--- config.mk ---
export PLATFORM = sky130hd
export DESIGN_NAME = mem_display_scanner_flat
export DESIGN_NICKNAME = d
export VERILOG_FILES = /design/src/rtl/mem_display_scanner_pkg.sv /design/src/rtl/mem_display_scanner_if.sv /design/src/rtl/mem_display_scanner_scan_valid_pipe.sv /design/src/rtl/mem_display_scanner.sv /design/src/flat_wrapper.sv
export SDC_FILE = /design/constraint.sdc
export NUM_CORES = 1
export LEC_CHECK = 0
export CORE_ASPECT_RATIO = 0.5
export CORE_MARGIN = 1
export CORE_UTILIZATION = 42
export DETAILED_ROUTE_END_ITERATION = 8
export GPL_TIMING_DRIVEN = 0
export HOLD_SLACK_MARGIN = 0.03
export PLACE_DENSITY = 0.84
export REMOVE_ABC_BUFFERS = 1
export SLEW_MARGIN = 20
export SYNTH_ARGS = -nofsm -noshare
export SYNTH_HDL_FRONTEND = slang
export SYNTH_SLANG_ARGS = --single-unit
--- constraint.sdc ---
create_clock -name clock -period 2.34 [get_ports clock]
set_input_delay 0.234 -clock clock [delete_from_list [all_inputs] [get_ports clock]]
set_output_delay 0.234 -clock clock [all_outputs]
set_load 0.02 [all_outputs]
--- src/rtl/mem_display_scanner_pkg.sv ---
// Shared definitions for the frame-synchronous memory-to-display copier.
// Holds the scan FSM state encoding and the default bus/row widths.
package mem_display_scanner_pkg;

  localparam int unsigned DefDigit     = 32;  // data word width
  localparam int unsigned DefAddrWidth = 8;   // probe word-address width
  localparam int unsigned DefRows      = 32;  // words copied per frame
  localparam int unsigned DefRowW      = 5;   // display-RAM row address width

  typedef enum logic [2:0] {
    StIdle,
    StLatch,
    StScan,
    StDrain,
    StDone
  } state_e;

endpackage

--- src/rtl/mem_display_scanner_if.sv ---
// Memory-probe and display-RAM write bus of the scanner.
//   probe_addr : word address driven to the memory probe port
//   probe_data : probe read data, valid RD_LAT cycles after probe_addr
//   wr_en      : display-RAM write strobe
//   wr_addr    : display-RAM row address
//   wr_data    : display-RAM write data
// master = scanner side, slave = memory / display-RAM side.
interface mem_display_scanner_if
  import mem_display_scanner_pkg::*;
#(
  parameter int unsigned DIGIT     = DefDigit,
  parameter int unsigned ADDRWIDTH = DefAddrWidth,
  parameter int unsigned ROWW      = DefRowW
);

  logic [ADDRWIDTH-1:0] probe_addr;
  logic [DIGIT-1:0]     probe_data;
  logic                 wr_en;
  logic [ROWW-1:0]      wr_addr;
  logic [DIGIT-1:0]     wr_data;

  modport master (
    output probe_addr,
    input  probe_data,
    output wr_en,
    output wr_addr,
    output wr_data
  );

  modport slave (
    input  probe_addr,
    output probe_data,
    input  wr_en,
    input  wr_addr,
    input  wr_data
  );

endinterface

--- src/rtl/mem_display_scanner_scan_valid_pipe.sv ---
// DEPTH-stage shift register carrying {valid, row} alongside the probe read latency,
// so each row tag emerges in the same cycle as its read data.
//   clock, reset : clock and asynchronous active-low clear
//   in_valid     : row tag pushed this cycle
//   in_row       : row index pushed
//   out_valid    : tag at the end of the pipe is valid
//   out_row      : row index at the end of the pipe
//   any_valid    : at least one stage holds a valid tag
module mem_display_scanner_scan_valid_pipe #(
  parameter int unsigned DEPTH = 1,
  parameter int unsigned ROWW  = 5
) (
  input  logic            clock,
  input  logic            reset,
  input  logic            in_valid,
  input  logic [ROWW-1:0] in_row,
  output logic            out_valid,
  output logic [ROWW-1:0] out_row,
  output logic            any_valid
);

  logic [DEPTH-1:0]      valid_q, valid_d;
  logic [DEPTH*ROWW-1:0] row_q, row_d;

  // Stage 0 lives in the low bits; a single stage has nothing to shift.
  if (DEPTH == 1) begin : g_single
    assign valid_d = in_valid;
    assign row_d   = in_row;
  end else begin : g_multi
    assign valid_d = {valid_q[DEPTH-2:0], in_valid};
    assign row_d   = {row_q[(DEPTH-1)*ROWW-1:0], in_row};
  end

  always_ff @(posedge clock or negedge reset) begin
    if (!reset) begin
      valid_q <= '0;
      row_q   <= '0;
    end else begin
      valid_q <= valid_d;
      row_q   <= row_d;
    end
  end

  assign out_valid = valid_q[DEPTH-1];
  assign out_row   = row_q[DEPTH*ROWW-1 -: ROWW];
  assign any_valid = |valid_q;

endmodule

--- src/rtl/mem_display_scanner.sv ---
// Frame-synchronous copier: on each accepted frame-start it reads ROWS consecutive
// words from the memory probe port (starting at base_addr, wrapping modulo
// 2^ADDRWIDTH) and writes them into display-RAM rows 0..ROWS-1.
//   clock       : system clock
//   reset       : asynchronous active-low reset
//   enable      : gates acceptance of new frame_start pulses
//   frame_start : one-cycle start-of-vblank pulse
//   base_addr   : first memory word address to copy
//   bus         : probe read port and display-RAM write port (master side)
//   busy        : high from LATCH through DONE
//   done        : one-cycle pulse after the last write of a scan
//   frame_count : completed scans, wrapping
module mem_display_scanner
  import mem_display_scanner_pkg::*;
#(
  parameter int unsigned DIGIT     = DefDigit,
  parameter int unsigned ADDRWIDTH = DefAddrWidth,
  parameter int unsigned ROWS      = DefRows,
  parameter int unsigned ROWW      = DefRowW,
  parameter int unsigned RD_LAT    = 1
) (
  input  logic                 clock,
  input  logic                 reset,
  input  logic                 enable,
  input  logic                 frame_start,
  input  logic [ADDRWIDTH-1:0] base_addr,
  mem_display_scanner_if.master bus,
  output logic                 busy,
  output logic                 done,
  output logic [7:0]           frame_count
);

  localparam logic [ROWW-1:0] RowLast = ROWW'(ROWS - 1);

  state_e               state_q, state_d;
  logic [ADDRWIDTH-1:0] base_q;
  logic [ROWW-1:0]      idx_q;
  logic                 pending_q;
  logic [ADDRWIDTH-1:0] probe_addr_q;
  logic                 wr_en_q;
  logic [ROWW-1:0]      wr_addr_q;
  logic [DIGIT-1:0]     wr_data_q;
  logic [7:0]           frame_count_q;

  logic                 push;
  logic                 pipe_valid;
  logic [ROWW-1:0]      pipe_row;
  logic                 pipe_any;

  mem_display_scanner_scan_valid_pipe #(
    .DEPTH (RD_LAT),
    .ROWW  (ROWW)
  ) u_pipe (
    .clock     (clock),
    .reset     (reset),
    .in_valid  (push),
    .in_row    (idx_q),
    .out_valid (pipe_valid),
    .out_row   (pipe_row),
    .any_valid (pipe_any)
  );

  always_comb begin
    state_d = state_q;
    push    = 1'b0;
    unique case (state_q)
      StIdle:  if ((frame_start && enable) || pending_q) state_d = StLatch;
      StLatch: state_d = StScan;
      StScan: begin
        push = 1'b1;
        if (idx_q == RowLast) state_d = StDrain;
      end
      // Pipe empty means the last tag has been consumed by the write register,
      // whose output is visible this same cycle.
      StDrain: if (!pipe_any) state_d = StDone;
      StDone:  state_d = StIdle;
      default: state_d = StIdle;
    endcase
  end

  always_ff @(posedge clock or negedge reset) begin
    if (!reset) begin
      state_q       <= StIdle;
      base_q        <= '0;
      idx_q         <= '0;
      pending_q     <= 1'b0;
      probe_addr_q  <= '0;
      wr_en_q       <= 1'b0;
      wr_addr_q     <= '0;
      wr_data_q     <= '0;
      frame_count_q <= '0;
    end else begin
      state_q <= state_d;

      // Pulses arriving while a scan is in flight collapse into one pending request.
      if (frame_start && enable && (state_q != StIdle)) begin
        pending_q <= 1'b1;
      end else if (state_q == StLatch) begin
        pending_q <= 1'b0;
      end

      // probe_addr is loaded with base in LATCH so address k is on the port
      // during SCAN cycle k, in step with the row tag pushed that cycle.
      if (state_q == StLatch) begin
        base_q       <= base_addr;
        idx_q        <= '0;
        probe_addr_q <= base_addr;
      end else if ((state_q == StScan) && (idx_q != RowLast)) begin
        idx_q        <= idx_q + 1'b1;
        probe_addr_q <= base_q + ADDRWIDTH'(idx_q) + ADDRWIDTH'(1);
      end

      wr_en_q <= pipe_valid;
      if (pipe_valid) begin
        wr_addr_q <= pipe_row;
        wr_data_q <= bus.probe_data;
      end

      if (state_q == StDone) frame_count_q <= frame_count_q + 8'd1;
    end
  end

  assign bus.probe_addr = probe_addr_q;
  assign bus.wr_en      = wr_en_q;
  assign bus.wr_addr    = wr_addr_q;
  assign bus.wr_data    = wr_data_q;
  assign busy           = (state_q != StIdle);
  assign done           = (state_q == StDone);
  assign frame_count    = frame_count_q;

endmodule
--- src/flat_wrapper.sv ---
// flat-port wrapper written by rule: the top's interface ports become plain ports
module mem_display_scanner_flat import mem_display_scanner_pkg::*;
#(
  parameter int unsigned DIGIT     = DefDigit,
  parameter int unsigned ADDRWIDTH = DefAddrWidth,
  parameter int unsigned ROWS      = DefRows,
  parameter int unsigned ROWW      = DefRowW,
  parameter int unsigned RD_LAT    = 1
)
  (clock, reset, enable, frame_start, base_addr, busy, done, frame_count, bus_probe_addr, bus_probe_data, bus_wr_en, bus_wr_addr, bus_wr_data);
  mem_display_scanner_if #(.DIGIT(DIGIT), .ADDRWIDTH(ADDRWIDTH), .ROWW(ROWW)) bus_i ();
  input  logic clock;
  input  logic reset;
  input  logic enable;
  input  logic frame_start;
  input  logic [ADDRWIDTH-1:0] base_addr;
  output logic busy;
  output logic done;
  output logic [7:0] frame_count;
  output wire logic [$bits(bus_i.probe_addr)-1:0] bus_probe_addr;
  input wire logic [$bits(bus_i.probe_data)-1:0] bus_probe_data;
  output wire logic [$bits(bus_i.wr_en)-1:0] bus_wr_en;
  output wire logic [$bits(bus_i.wr_addr)-1:0] bus_wr_addr;
  output wire logic [$bits(bus_i.wr_data)-1:0] bus_wr_data;
  assign bus_probe_addr = bus_i.probe_addr;
  assign bus_i.probe_data = bus_probe_data;
  assign bus_wr_en = bus_i.wr_en;
  assign bus_wr_addr = bus_i.wr_addr;
  assign bus_wr_data = bus_i.wr_data;
  mem_display_scanner #(.DIGIT(DIGIT), .ADDRWIDTH(ADDRWIDTH), .ROWS(ROWS), .ROWW(ROWW), .RD_LAT(RD_LAT)) u_core (.clock(clock), .reset(reset), .enable(enable), .frame_start(frame_start), .base_addr(base_addr), .bus(bus_i), .busy(busy), .done(done), .frame_count(frame_count));
endmodule
[Word level (Yosys, flattened, before mapping)]
Index checks and enable logic that the tools add are counted.
Storage, ports and cells
  logic and storage cells: 44
  register bits after elaboration: 77
Operators by class
  multiplexer cells: 11
  equal/unequal tests: 9
  reduce and logical (&&, ||, !) cells: 9
  add/subtract/negate cells: 4
Operators by type and width (count)
  adder 8 x 1 -> 8 bit (second input constant): 2
  two-way mux 8 bit: 2
  case mux 3 bit (4 select lines): 1
  two-way mux 5 bit: 2
  two-way mux 3 bit: 3
  adder 8 x 5 -> 8 bit: 1
  == test 3 x 2 -> 1 bit (second input constant): 2
  adder 5 x 1 -> 5 bit (second input constant): 1
  == test 5 bit (second input constant): 1
  != test 5 bit (second input constant): 1
  != test 2 x 1 -> 1 bit (second input constant): 2
  nonzero test 2 bit: 2
  == test 3 x 1 -> 1 bit (second input constant): 1
  == test 3 bit (second input constant): 1
  logical AND 1 bit: 3
  zero test 3 bit: 1
  two-way mux 1 bit: 3
  AND reduction 3 bit: 1
  nonzero test 3 bit: 1
  != test 2 bit (second input constant): 1
  logical OR 1 bit: 1

[Longest topological paths before layout]
Gate-level depths: netlist of the first run.
  depth after elaboration: 4
  mapped depth: 9

[Modules after synthesis]
A second synthesis of the first run with hierarchy kept.
Second synthesis, totals
  cells, all modules: 275
  area, all modules: 3328.2 sq um
By module, submodules not included
  mem_display_scanner: area each 3170.5 sq um, cells an instance 268, times used 1
  mem_display_scanner_scan_valid_pipe: area each 157.7 sq um, cells an instance 7, times used 1

[Worst setup path after synthesis of the first run]
Ideal clock, no wire load.
  path kind: register to register
  from: register u_core.idx_q[1]
  to: register u_core.probe_addr_q[7], in the netlist u_core.bus.probe_addr[7]
  data arrival time: 2253 ps
  period minus slack after synthesis: 2322 ps
  setup slack: 18 ps
  buffers on the path: 1
  cell stages (with the launch flop): 9
  cells stage by stage: dfrtp_1 ha_1 and3_1 ha_1 or4b_1 buf_2 or4b_1 o311a_1 nand3_1
Between the ends
  longest elaborated chain between the ends: 4
  elaborated cells between the ends (all ways): 7
  classes of those cells: add/sub: 2; eq/ne: 1; mux: 2; reduce/logical: 2
RTL lines
  start: declaration: line mem_display_scanner.sv:37  | logic [ROWW-1:0] idx_q;
  start signal: assignment: line mem_display_scanner.sv:109  | idx_q <= idx_q + 1'b1;
  adder 8 x 5 -> 8 bit: line mem_display_scanner.sv:110  | probe_addr_q <= base_q + ADDRWIDTH'(idx_q) + ADDRWIDTH'(1);
  adder 8 x 1 -> 8 bit: line mem_display_scanner.sv:110
  two-way mux 8 bit: line mem_display_scanner.sv:108  | end else if ((state_q == StScan) && (idx_q != RowLast)) begin
  two-way mux 8 bit: line mem_display_scanner.sv:104  | if (state_q == StLatch) begin
  end signal: assignment: line mem_display_scanner.sv:107  | probe_addr_q <= base_addr;
  end signal: assignment: line mem_display_scanner.sv:110
  end: declaration: line mem_display_scanner.sv:39  | logic [ADDRWIDTH-1:0] probe_addr_q;
Parallel ways exist; a longest one is shown, timed or not. The select of a mux whose other input is x is not followed.
A chain may end at the register's enable or synchronous reset.

[Worst setup path in the final report of the first run]
  from: register u_core.idx_q[0]
  to: register u_core.probe_addr_q[7], in the netlist u_core.bus.probe_addr[7]
The elaborated chain is that of the path after synthesis.

==> results.py, run 1 <==
metrics = {
    "sta": {
        "final.min_clock_period_ps": 2250,
        "finalHoldViolCount": 0,
        "grt_setup_unrepaired": "no",
        "setup-violations-final": 0,
        "maxClockFrequency_mhz": 444,
        "maxSlewHeadroom_pct": 56.2,
        "timing.clock.skew_ps": 8.84,
        "timing.final.crit_share_pct": 96.3,
        "worst_slew_pin_slew_ps": 655,
        "timing.final.max_slew_violations": 0,
    },
    "synth": {
        "syn_inst": 268,
        "synth.cell_area_sq_mm": 0.00328,
        "synthDistinctLibCells": 44,
        "postSynth.asyncResetShare_pct": 100,
        "yosys_most_used_dff": "sky130_fd_sc_hd__dfrtp_1",
        "number_of_synthesized_register_bits": 77,
        "synth.yosys.warnings": 0,
        "sequential_element_share_of_the_synthesized_area_pct": 58.7,
        "syn_avg_cell_area_sq_um": 12.3,
        "synth-edff-count": 0,
    },
    "grt": {
        "antenna_found_initial": 0,
        "grt_first_pass_wirelength_um": 12900,
        "grt.total_usage_pct": 20.6,
        "grt_max_degree": 64,
        "grt.overflow.total": 0,
        "number_of_global_route_vias_before_repair": 2630,
    },
    "cells_and_area": {
        "filler_instances": 537,
        "synthToLayoutAreaGrowth_pct": 47.4,
        "layout_commonest_cell": "sky130_fd_sc_hd__clkdlybuf4s50_1",
        "final_cell_mix": "sky130_fd_sc_hd__clkdlybuf4s50_1 (98), sky130_fd_sc_hd__dfrtp_1 (75), sky130_fd_sc_hd__mux2_2 (38)",
        "final_net_count": 427,
        "antenna_cells_inserted": 0,
        "drive_gt1_share_pct": 19.3,
        "stdcell_area_sq_mm": 0.00484,
        "final-instance-count-excl-fill": 487,
    },
    "power": {
        "switching_share_of_power_pct": 36.1,
        "worst_ir_drop_vdd_mv": 0.528,
        "clock_power_share_pct": 20.3,
        "power_frac_comb_pct": 46.1,
        "p_int_w": 0.00461,
        "p_per_area_mw_per_mm2": 1490,
        "power.sequential.fraction_pct": 33.6,
        "leakage_power_total_nw": 2.07,
        "switch_pwr_w": 0.00261,
    },
    "floorplanning": {
        "floorplan.io_pins": 100,
        "floorplan.initialDensity_pct": 44.0,
        "floorplan.die_area_sq_mm": 0.00820,
        "fp.dieW_um": 127,
        "die_h_um": 64.5,
        "fp-row-count": 22,
        "core-area_sq_mm": 0.00746,
    },
    "critical_path": {
        "critPathKind": "flop to flop",
        "reg2reg_setup_slack_ps": 90,
        "rr_worst_depth": 7,
        "crit_arrival_ps": 2520,
        "worst_setup_start_kind": "flop",
        "crit-reg2reg-capture": "u_core.bus.probe_addr[7]$_DFFE_PN0P_",
        "critical_path_maximum_fanout": 4,
        "worst_ep_required_time_ps": 2600,
        "rr_startpoint": "u_core.idx_q[0]$_DFFE_PN0P_",
        "critPathCaptureType": "flop",
    },
    "routing": {
        "total_routed_wirelength_um": 7900,
        "firstDrtPassIters": 4,
        "vias": 2511,
        "final_antenna_net_count": 0,
        "remaining_drc_errors": 0,
        "post_drt_wl_per_cell_um": 16.2,
        "detail_route.vias_per_cell": 5.16,
        "detailedRoute.firstIterationViolations": 143,
    },
    "cts": {
        "numClockSinks": 77,
        "clk_transition_reported_paths_ps": 60,
        "clkLatencyLatePin_ps": 330,
        "cts_root_buffer": "sky130_fd_sc_hd__clkbuf_16",
        "tritoncts.num_buffers": 9,
        "clock_tree.buffer_depth": 2,
        "tritoncts": "done",
        "ctsHtreeMaxLevel": 3,
    },
    "worst_hold_path": {
        "hold_class": "input port to asynchronous set/reset pin",
    },
    "place": {
        "dp_hpwl_um": 5290,
        "placedCellCount": 466,
        "io_buffer_count": 99,
        "gpl.final_weighted_congestion": 0.868,
        "area_after_detailed_placement_sq_mm": 0.00444,
    },
    "job": {
        "max_cap_viol_count": 0,
    },
    "status": {
        "run_status": "finished clean",
    },
}
==> registers in the layout, summed over array words and instances, names as in the netlist <==
register,flops
u_core.base_q,8
u_core.bus.probe_addr,8
u_core.bus.wr_addr,5
u_core.bus.wr_data,32
u_core.bus.wr_en,1
u_core.frame_count,8
u_core.idx_q,5
u_core.pending_q,1
u_core.state_q,3
u_core.u_pipe.any_valid,1
u_core.u_pipe.out_row,5
==> through the flow <==
| step | total power, W | util [%] | setup WS [ps] | hold WS [ps] | setup TNS (ps) |
|---|---|---|---|---|---|
| finish | 0.00722 | 64.9 | 86.8 | 322 | 0 |
| global route | 0.00763 | 64.9 | 15.7 | 338 | 0 |
| CTS | 0.00723 | 64.5 | 20.3 | 300 | 0 |
| detailed placement | 0.00563 | 59.5 | -419 | 108 | -997 |
| global placement | 0.00537 | 58.4 | -1410 | 434 | -115480 |
| floorplan | 0.00416 | - | -166 | -61.6 | -417 |
==> per-layer routing <==
| metal | part of all wire [%] | vias up | global-route usage (%) |
|---|---|---|---|
| li1 | - | 1165 | - |
| met1 | 40 | 1266 | 22.4 |
| met2 | 55 | 72 | 39.2 |
| met3 | 4.5 | 8 | 5.78 |
| met4 | 0.67 | 0 | 7.14 |
| met5 | 0 | - | 0 |
==> cells by family after synthesis <==
logic type / after synthesis / share of synthesized area [%]
muxes: 38 / 13.0
xor gates and xnor gates: 9 / 2.40
AOI/OAI and AO/OA: 38 / 7.54
and+or+nand+nor: 77 / 12.3
buffers and inverters: 20 / 2.36
DFF: 77 / 58.7
adders and majority gates: 9 / 3.66
==> worst max-delay path, stage by stage, from the launching register on <==
cell and delay (ps):
sky130_fd_sc_hd__dfrtp_1 380, sky130_fd_sc_hd__ha_2 200, sky130_fd_sc_hd__and3_4 190, sky130_fd_sc_hd__ha_4 170, sky130_fd_sc_hd__or4b_4 510, sky130_fd_sc_hd__or4b_4 530, sky130_fd_sc_hd__o311a_1 120, sky130_fd_sc_hd__nand3_1 90
==> timing repair <==
action                                  4_1_cts  5_1_grt
endpoints found under the setup margin        9        4
resized for setup                             3        7
pin swaps                                     1        1
buffers inserted                              4        0
hold endpoints to repair                     14        0
hold buffers                                  1        0
==> synth_stat cells (all sizes together) (2+ instances only) <==
| library cell | number | area [sq um] |
|---|---|---|
| ha | 8 | 100 |
| o21ai | 10 | 50.1 |
| and3 | 3 | 18.8 |
| or3b | 3 | 26.3 |
| nand2 | 30 | 113 |
| nor3 | 5 | 25.0 |
| xnor2 | 5 | 43.8 |
| xor2 | 4 | 35.0 |
| and2 | 2 | 12.5 |
| o21a | 2 | 15.0 |
| o22ai | 2 | 12.5 |
| nor3b | 4 | 35.0 |
| nor2 | 8 | 30.0 |
| o2111ai | 2 | 17.5 |
| a21oi | 10 | 50.1 |
| buf | 3 | 13.8 |
| nor2b | 4 | 25.0 |
| dfrtp | 77 | 1930 |
| a211oi | 3 | 22.5 |
| mux2 | 38 | 428 |
| inv | 7 | 26.3 |
| nand4 | 3 | 18.8 |
| nand3 | 7 | 35.0 |
| clkbuf | 10 | 37.5 |
| or4b | 2 | 20.0 |
==> power groups by stage <==
stage	combinational (W)	sequential [W]	clock [W]
after CTS	0.00332	0.00241	0.00150
after global routing	0.00356	0.00252	0.00155
after global placement	0.00294	0.00242	0
after detailed placement	0.00319	0.00243	0
final	0.00333	0.00243	0.00147
after floorplan	0.00127	0.00289	0
==> layout make-up <==
class	count	area [sq um]	area share, %
clock inverter	5	75.1	1.55
tap	108	135	2.79
inverter	7	26.3	0.543
timing repair buffer	108	1100	22.7
multi-input combinational	171	1330	27.5
clock buffer	11	243	5.01
sequential	77	1930	39.8
==> worst max path at each step <==
stage                                       start                                   end  cells past startpoint
floorplan             u_core.idx_q[1]$_DFFE_PN0P_           u_core.idx_q[3]$_DFFE_PN0P_                      7
global route        u_core.state_q[0]$_DFFE_PN0P_                                  done                      2
detailed placement    u_core.idx_q[1]$_DFFE_PN0P_  u_core.bus.probe_addr[7]$_DFFE_PN0P_                      7
finish                u_core.idx_q[0]$_DFFE_PN0P_  u_core.bus.probe_addr[7]$_DFFE_PN0P_                      7
CTS                   u_core.idx_q[0]$_DFFE_PN0P_  u_core.bus.probe_addr[7]$_DFFE_PN0P_                      7
global placement                            reset    u_core.bus.wr_data[10]$_DFFE_PN0P_                      1
(Power assumes the default switching activity.)
==> inputs of run 2 (changes only) <==
--- a/config.mk
+++ b/config.mk
@@ -5,9 +5,11 @@
 export SDC_FILE = /design/constraint.sdc
 export NUM_CORES = 1
 export LEC_CHECK = 0
+export CELL_PAD_IN_SITES_DETAIL_PLACEMENT = 2
+export CELL_PAD_IN_SITES_GLOBAL_PLACEMENT = 2
 export CORE_ASPECT_RATIO = 0.5
 export CORE_MARGIN = 1
-export CORE_UTILIZATION = 42
+export CORE_UTILIZATION = 27
 export DETAILED_ROUTE_END_ITERATION = 8
 export GPL_TIMING_DRIVEN = 0
 export HOLD_SLACK_MARGIN = 0.03
==> run 2 against run 1 <==
Net effect: sequential power hardly changed; first-iteration DRC count is 52% lower; total power is 3.7% higher; wire length is 18% higher; global-route usage is 4.6 points lower; final cell count is 12% higher; cell area is 1.7% higher; hold slack better by 130 ps; flip-flop and latch count stayed put; count of clock-buffer cells in the layout is 2 lower; clock power is 15% higher; die area is 54% higher.
==> results.py, run 2 (same netlist as run 1, synthesis figures left out) <==
metrics = {
    "status": {
        "run_status": "finished clean",
    },
    "sta": {
        "finalHoldViolCount": 0,
        "layout_setup_ws_ps": 54.1,
        "maxClockFrequency_mhz": 437,
        "final.min_clock_period_ps": 2290,
        "timing.final.max_slew_violations": 0,
        "grt_setup_unrepaired": "yes",
        "setup-violations-final": 0,
        "timing.final.crit_share_pct": 97.7,
        "timing.clock.skew_ps": 5.34,
        "maxSlewHeadroom_pct": 52.8,
        "timing.setup.tns_ps": 0,
        "worst_slew_pin_slew_ps": 705,
    },
    "floorplanning": {
        "core-area_sq_mm": 0.0118,
        "fp-row-count": 28,
        "fp.dieW_um": 158,
        "die_h_um": 80.0,
        "floorplan.die_area_sq_mm": 0.0126,
        "floorplan.io_pins": 100,
        "floorplan.initialDensity_pct": 27.7,
    },
    "critical_path": {
        "critPathKind": "flop to flop",
        "worst_ep_required_time_ps": 2560,
        "critPathCaptureType": "flop",
        "critical_path_maximum_fanout": 17,
        "crit_arrival_ps": 2500,
        "worst_setup_start_kind": "flop",
    },
    "cells_and_area": {
        "stdcell_area_sq_mm": 0.00492,
        "drive_gt1_share_pct": 19.0,
        "antenna_cells_inserted": 0,
        "final_net_count": 427,
        "filler_instances": 1232,
        "final-instance-count-excl-fill": 544,
        "final_cell_mix": "sky130_fd_sc_hd__clkdlybuf4s50_1 (98), sky130_fd_sc_hd__dfrtp_1 (75), sky130_fd_sc_hd__mux2_2 (38)",
        "largest_register_ffs": 32,
        "synthToLayoutAreaGrowth_pct": 49.9,
        "layout_commonest_cell": "sky130_fd_sc_hd__clkdlybuf4s50_1",
    },
    "power": {
        "p_per_area_mw_per_mm2": 1520,
        "worst_ir_drop_vdd_mv": 0.434,
        "leakage_power_total_nw": 2.08,
    },
    "routing": {
        "vias": 2517,
        "firstDrtPassIters": 4,
        "detail_route.vias_per_cell": 4.63,
        "final_antenna_net_count": 0,
        "total_routed_wirelength_um": 9330,
        "post_drt_wl_per_cell_um": 17.2,
        "remaining_drc_errors": 0,
        "detailedRoute.firstIterationViolations": 68,
    },
    "job": {
        "max_cap_viol_count": 0,
    },
    "cts": {
        "clock_tree.buffer_depth": 2,
        "numClockSinks": 77,
        "clkLatencyLatePin_ps": 330,
        "clk_transition_reported_paths_ps": 60,
        "cts_root_buffer": "sky130_fd_sc_hd__clkbuf_16",
        "tritoncts.num_buffers": 9,
        "tritoncts": "done",
        "ctsHtreeMaxLevel": 3,
    },
    "place": {
        "gpl.final_weighted_congestion": 0.726,
        "pre_cts_slack_ps": -451,
        "dp_hpwl_um": 6470,
        "area_after_detailed_placement_sq_mm": 0.00450,
        "io_buffer_count": 99,
        "placedCellCount": 523,
    },
    "grt": {
        "grt.total_usage_pct": 16.0,
        "grt_first_pass_wirelength_um": 15100,
        "antenna_found_initial": 0,
        "grt.overflow.total": 0,
        "grt_max_degree": 44,
        "number_of_global_route_vias_before_repair": 2821,
    },
    "worst_hold_path": {
        "hold_class": "input port to asynchronous set/reset pin",
    },
}
[run 2: per-layer routing]
layer	global-route usage, %	vias to the layer above	part of all wire, %
met1	17.4	1284	40
met4	7.31	0	2.2
met2	29.8	51	54
met3	3.85	19	3.9
li1	-	1163	-
met5	0	-	0
[run 2: critical path, cell delays in order, from the launching register on]
cell and delay (ps):
sky130_fd_sc_hd__dfrtp_2 420, sky130_fd_sc_hd__ha_2 180, sky130_fd_sc_hd__and3_1 180, sky130_fd_sc_hd__ha_2 200, sky130_fd_sc_hd__or4b_4 540, sky130_fd_sc_hd__buf_4 220, sky130_fd_sc_hd__nor3_1 200, sky130_fd_sc_hd__and3_1 190
sky130_fd_sc_hd__nor3_1 50
[run 2: worst paths after layout]
path	start	to	slack, ps	depth (start not counted)
worst max-delay path	u_core.idx_q[1]$_DFFE_PN0P_	u_core.bus.probe_addr[5]$_DFFE_PN0P_	50	8
worst min-delay path	reset	u_core.base_q[1]$_DFFE_PN0P_	450	2
worst max register to register	u_core.idx_q[1]$_DFFE_PN0P_	u_core.bus.probe_addr[5]$_DFFE_PN0P_	50	8
worst min register to register	u_core.idx_q[3]$_DFFE_PN0P_	u_core.u_pipe.out_row[3]$_DFF_PN0_	460	0
max in group asynchronous	reset	u_core.u_pipe.any_valid$_DFF_PN0_	1270	3
min in group clock	base_addr[2]	u_core.base_q[2]$_DFFE_PN0P_	460	3
[run 2: layout make-up]
cell class	count	area, sq um	area share, %
sequential	77	1930	39.2
clock buffer	9	225	4.57
tap	165	206	4.19
timing repair buffer	108	1080	22.0
clock inverter	7	138	2.80
inverter	7	26.3	0.534
multi-input combinational	171	1320	26.7
[run 2: report_power, final]
group	switching (W)	internal, W	total [W]
Combinational	0.00167	0.00170	0.00338
Clock	0.000549	0.00115	0.00169
Sequential	0.000481	0.00193	0.00241
[run 2: stage by stage]
stage | utilization [%] | power, W | hold WS, ps
2_1_floorplan | - | 0.00416 | -61.6
3_3_place_gp | 37.4 | 0.00548 | 436
3_5_place_dp | 38.0 | 0.00571 | 286
4_1_cts | 41.4 | 0.00754 | 455
5_1_grt | 41.6 | 0.00796 | 492
6_report | 41.6 | 0.00749 | 453
[run 2: what timing repair did]
action	in CTS	in global routing
setup endpoints to repair	10	6
gates resized for setup	3	3
gates cloned	0	0
hold buffers	1	0
setup buffers	3	1
endpoints found under the hold margin	42	0
pin swaps	1	1
